<file path="src/rtl/serial_crc_pkg.sv">
// Shared definitions for the serial CRC-CCITT checker: default CRC constants,
// the frame FSM state type and the single-bit CRC update helper.
package serial_crc_pkg;

  localparam logic [15:0] CRC_POLY_DEF = 16'h1021;
  localparam logic [15:0] CRC_INIT_DEF = 16'hFFFF;

  typedef enum logic [1:0] {
    IDLE    = 2'd0,
    PAYLOAD = 2'd1,
    FCS     = 2'd2
  } state_e;

  // One MSB-first CRC step: no reflection, no final XOR.
  function automatic logic [15:0] crc_ccitt_step(
    input logic [15:0] crc,
    input logic        din,
    input logic [15:0] poly = CRC_POLY_DEF
  );
    logic fb;
    fb = crc[15] ^ din;
    return {crc[14:0], 1'b0} ^ (fb ? poly : 16'h0000);
  endfunction

endpackage

</file>
<file path="src/rtl/crc_ccitt_lfsr.sv">
// 16-bit CRC-CCITT LFSR with preset and enable. Preset together with enable
// restarts the register and folds in the current bit in the same cycle, so the
// first bit of a frame needs no dead cycle.
module crc_ccitt_lfsr
  import serial_crc_pkg::*;
#(
  parameter logic [15:0] INIT = CRC_INIT_DEF,
  parameter logic [15:0] POLY = CRC_POLY_DEF
) (
  input  logic        clk,
  input  logic        reset,
  input  logic        preset,
  input  logic        enable,
  input  logic        din,
  output logic [15:0] crc
);

  // CRC register: preset, preset-and-step, step, or hold.
  always_ff @(posedge clk or posedge reset) begin
    if (reset) begin
      crc <= INIT;
    end else if (preset && enable) begin
      crc <= crc_ccitt_step(INIT, din, POLY);
    end else if (preset) begin
      crc <= INIT;
    end else if (enable) begin
      crc <= crc_ccitt_step(crc, din, POLY);
    end else begin
      crc <= crc;
    end
  end

endmodule

</file>
<file path="config.mk">
export PLATFORM = sky130hd
export DESIGN_NAME = crc_ccitt_lfsr
export DESIGN_NICKNAME = d
export VERILOG_FILES = /design/src/rtl/serial_crc_pkg.sv /design/src/rtl/crc_ccitt_lfsr.sv
export SDC_FILE = /design/constraint.sdc
export NUM_CORES = 1
export LEC_CHECK = 0
export CAP_MARGIN = 20
export CORE_MARGIN = 4
export CORE_UTILIZATION = 41
export CTS_CLUSTER_SIZE = 28
export DETAILED_ROUTE_END_ITERATION = 16
export PLACE_DENSITY = 0.73
export SETUP_SLACK_MARGIN = 0.1
export SKIP_LAST_GASP = 1
export SYNTH_ARGS = -nofsm -noshare
export SYNTH_HDL_FRONTEND = slang
export SYNTH_SLANG_ARGS = --single-unit
</file>
<file path="constraint.sdc">
create_clock -name clk -period 1.2 [get_ports clk]
set_clock_uncertainty 0.2 [all_clocks]
set_input_delay 0.12 -clock clk [delete_from_list [all_inputs] [get_ports clk]]
set_output_delay 0.12 -clock clk [all_outputs]
set_load 0.02 [all_outputs]
</file>
======== Yosys cells after proc, flatten, opt, wreduce, memory -nomap -nowiden ========
Cells that the tools add are included.
cells by class
  reduce and logical (&&, ||, !) cells .... 2
  multiplexer cells ....................... 5
  bitwise operators ....................... 3
operators with widths
  operator                       number
  2-to-1 mux 16 bit              3
  2-to-1 mux 13 bit              2
  bitwise XOR 16 x 13 -> 16 bit  1
  NOT 12 -> 15 bit               1
  nonzero test 3 bit             1
  logical AND 1 bit              1
  bitwise XOR 1 bit              1
word-level totals
  bits of input ports ..................... 5
  bits in registers ....................... 16
  output and inout port bits .............. 16
  word-level logic and storage cells ...... 11

======== Logic depth before layout (Yosys ltp) ========
Gate-level depths: netlist of the first run.
  depth after elaboration ................. 6
  depth in mapped cells ................... 4
  gate-level depth less buffers ........... 3

======== Worst setup path after synthesis of the first run ========
Ideal clock, no wire load.
  kind .................................... register to register
  start ................................... register crc[15]
  end ..................................... register crc[12]
  arrival time ............................ 1041 ps
  setup time .............................. 77 ps
  cell stages (with the launch flop) ...... 4
  clock period less this slack ............ 1318 ps
  setup slack ............................. -118 ps
  buffers on the path ..................... 0
  data required time ...................... 923 ps
  path through ............................ dfstp_2 xnor2_1 o22a_1 o21a_1
on the way
  longest elaborated chain between the ends .. 6
ends and longest elaborated chain
  item                           RTL line              source
  start, declared                crc_ccitt_lfsr.sv:15  output logic [15:0] crc
  start signal, assigned         crc_ccitt_lfsr.sv:23  crc <= crc_ccitt_step(INIT, din, POLY);
  start signal, assigned         crc_ccitt_lfsr.sv:27  crc <= crc_ccitt_step(crc, din, POLY);
  start signal, assigned         crc_ccitt_lfsr.sv:29  crc <= crc;
  bitwise XOR 1 bit              serial_crc_pkg.sv:21  fb = crc[15] ^ din;
  2-to-1 mux 13 bit              serial_crc_pkg.sv:22  return {crc[14:0], 1'b0} ^ (fb ? poly : 16'h0000);
  bitwise XOR 16 x 13 -> 16 bit  serial_crc_pkg.sv:22
  2-to-1 mux 16 bit              crc_ccitt_lfsr.sv:26  end else if (enable) begin
  2-to-1 mux 16 bit              crc_ccitt_lfsr.sv:24  end else if (preset) begin
  2-to-1 mux 16 bit              crc_ccitt_lfsr.sv:22  end else if (preset && enable) begin
Every way passes these cells. The select of a mux whose other input is x is not followed.
A chain may end at the register's enable or synchronous reset.

======== Worst setup path in the final report of the first run ========
  start ................................... register crc[4]
  end ..................................... register crc[5]
on the way
  longest elaborated chain between the ends .. 4
ends and longest elaborated chain
  item                           RTL line
  bitwise XOR 16 x 13 -> 16 bit  serial_crc_pkg.sv:22
  2-to-1 mux 16 bit              crc_ccitt_lfsr.sv:26
  2-to-1 mux 16 bit              crc_ccitt_lfsr.sv:24
  2-to-1 mux 16 bit              crc_ccitt_lfsr.sv:22
Every way passes these cells. The select of a mux whose other input is x is not followed.

==> summary.md, run 1 <==
| Metric | Value |
|---|---|
| Status | finished, violations left |
| Failing checks | negative setup slack |
| Final Non-Filler Cells | 128 |
| Post-synth top area cell | dfstp_2 |
| Yosys reg bits | 16 |
| # clock sinks | 16 |
| Skew-Pair Late Insertion Delay | 0.28 ns |
| DR vias | 629 |
| Top reg by flops | crc |
| Crit path buffers/inverters | 1 |
| Worst hold path type | in2async |
| Setup crit end kind | flip-flop |
| Number of antenna diodes | 0 |
| Antenna viol nets, final | 0 |
| WL final | 1.88 mm |
| Peak VDD IR | 0.820 mV |
| Top Registers | crc (16) |
| Number of flip-flops in the largest register | 16 |
| First-pass GRT wire length | 2.73 mm |
| Routed vias/inst | 4.91 |
| Max incr delay on CP | 0.56 ns |
| Post-route minimum period | 1.33 ns |
| Num CTS Buffers | 3 |
| Syn nets | 68 |
| Req. time, crit path | 1.22 ns |
| Hold Vio Cnt, Final | 0 |
| Initial Utilization | 0.436 |
| H-Tree Depth | 1 |
| Mapped Avg Cell Area | 12.0 sq um |
| Horiz. Die Dim | 50.9 microns |
| Slew headroom | 0.836 |
| Drt pass-1 iters | 5 |
| Initial DRC Count | 6 |
| Synth Flop Type | dfstp_2 |
| PD cells | 1070 nW/um^2 |
| Mapped Area | 753 sq um |
| Mapped Cells | 63 |
| Total global-route track usage | 0.143 |
| CP max FO | 2 |
| Clock root cell | clkbuf_4 |
| Inst Count DP | 122 |
| CTS clk-pin slew, worst paths | 0.10 ns |
| Final #Nets | 109 |
| Ratio of cells with drive above 1 in the final layout | 0.650 |
| Final setup viols | 20 |
| Die height | 50.9 microns |
| Top post-synthesis cells by count | dfstp_2 (16), a211o_1 (13), nor2b_1 (12) |
| P&R area growth vs syn | 75.7% |
| Pin count of the biggest net entering global routing | 33 |
| Routed wire length per instance | 14.7 microns |
| Worst path cell trace | buf_6 > xnor2_2 > o22a_1 > o21a_1 |
| CP max stage cell | dfstp_2 |
| Max cap viols | 0 |
| Design area | 1320 sq um |
| Unrepaired setup endpoints after global routing | yes |
| Crit path kind | reg2reg |
| CP Data Arrival Time | 1.35 ns |
| Number of port buffers | 20 |
| Initial antenna violation count | 0 |
| Tightest Pin Transition | 0.245 ns |
| IO Count | 21 |
| Global route total overflow | 0 |
| Count leader, synth | dfstp_2 |
| EDFF count, synth | 0 |
| Yosys warnings | 0 |
| Synth async-reset ratio | 1.00 |
| Number of global-route vias before repair | 624 |
| Seq/Total Area, Yosys | 0.558 |
| LEAKAGE | 0.609 nW |
| Final GP Congestion | 0.753 |
| Ranking of synthesized cells by area | dfstp_2 (56%), a211o_1 (15%), nor2b_1 (10%) |
| DRC Markers | 0 |
| Total core area | 1730 sq um |
| Post-detail-place hpwl | 1.06 mm |
| Period utilization | 1.11 |
| Die area | 2590 sq um |
| CTS tree | yes |
| Slew Limit Fails | 0 |
| Yosys cell types | 15 |
| Rows | 15 |
| Maximum clock path buffer count | 2 |
| Max Clk Rate | 751 MHz |
| Post-synth top area share | 0.558 |
| Worst setup SP type | flip-flop |
| CP top delay family | flip-flops |
| Post-route setup slack | -0.132 ns |
| Placed Area | 1150 sq um |
[through the flow]
stage	hold WS [ns]	TNS (ns)	util	total power (W)	setup WS, ns
after floorplan	0.119	-0.230	-	0.000813	-0.0980
final	0.112	-1.55	0.767	0.00142	-0.132
after global placement	0.422	-7.31	0.664	0.000989	-0.325
after global routing	0.125	-2.52	0.767	0.00150	-0.167
after detailed placement	0.430	-7.52	0.664	0.000996	-0.340
after CTS	0.113	-1.74	0.726	0.00139	-0.116
[metal layers]
metal  wire (microns)  vias to the layer above  global-route usage
li1                 -                      305                   -
met3               58                        4              0.0292
met4               39                        0              0.0807
met5                0                        -                   0
met1              836                      306               0.164
met2              943                       14               0.246
[path summary, 6_finish.rpt]
path	from	end	slack, ns	cells past startpoint
worst min-delay path	reset	crc[6]	0.11	3
max in group asynchronous	reset	crc[15]	0.66	3
min in group clk	enable	crc[11]	0.23	3
worst max register to register	crc[4]	crc[5]	-0.13	4
worst max-delay path	crc[4]	crc[5]	-0.13	4
worst min register to register	crc[8]	crc[9]	0.54	2
[power by group]
part / total, W / internal [W] / switching (W)
Clock: 0.000358 / 0.000184 / 0.000174
Sequential: 0.000641 / 0.000608 / 0.0000329
Combinational: 0.000422 / 0.000247 / 0.000176
Total: 0.00142 / 0.00104 / 0.000382
[cells by family (layout without fill, tap and decap cells)]
kind of cell              count (synthesis)  count (layout)  share of synthesized area
AOI/OAI and AO/OA                        21              21                      0.226
xor gates and xnor gates                  2               2                     0.0233
buffers and inverters                     6              46                     0.0498
DFF                                      16              16                      0.558
and+or+nand+nor                          18              18                      0.143
[cells in the final DEF (no fill, tap or decap)]
master,count
o21a_1,2
buf_6,27
o21ai_0,2
clkbuf_4,3
a211o_1,13
nor2_1,3
nand2_2,1
nor2b_2,1
clkbuf_8,1
clkdlybuf4s50_1,3
o22a_1,3
inv_1,1
dlymetal6s2s_1,1
clkbuf_16,1
buf_12,3
and2b_1,2
xnor2_2,2
nor2b_1,5
buf_2,1
buf_4,5
dfstp_2,16
a21oi_1,1
nor2b_4,6
[final cells by class]
| cell class | instances | area, sq um |
|---|---|---|
| Timing Repair Buffer | 41 | 474 |
| Sequential cell | 16 | 420 |
| Fill cell | 111 | 403 |
| Multi-Input combinational cell | 41 | 358 |
| Clock buffer | 4 | 36.3 |
| Tap cell | 25 | 31.3 |
| Inverter | 1 | 3.75 |
[worst register-to-register path: stages, from the launching register on]
cell and delay [ns]:
dfstp_2 0.56, buf_6 0.10, xnor2_2 0.07, o22a_1 0.16, o21a_1 0.18
[repair_timing]
| item | CTS | global route |
|---|---|---|
| setup buffers | 2 | 6 |
| resized for setup | 104 | 19 |
| hold buffers | 0 | 0 |
| gates cloned | 0 | 1 |
| pin swaps | 12 | 11 |
| setup endpoints to repair | 32 | 32 |
Power figures use the tool's default switching activity.
==> run 2: changes to the inputs <==
- CTS_CLUSTER_SIZE: 28 -> 16
==> results of run 2 <==
Final layout, timing and power as in run 1 (identical DEF).
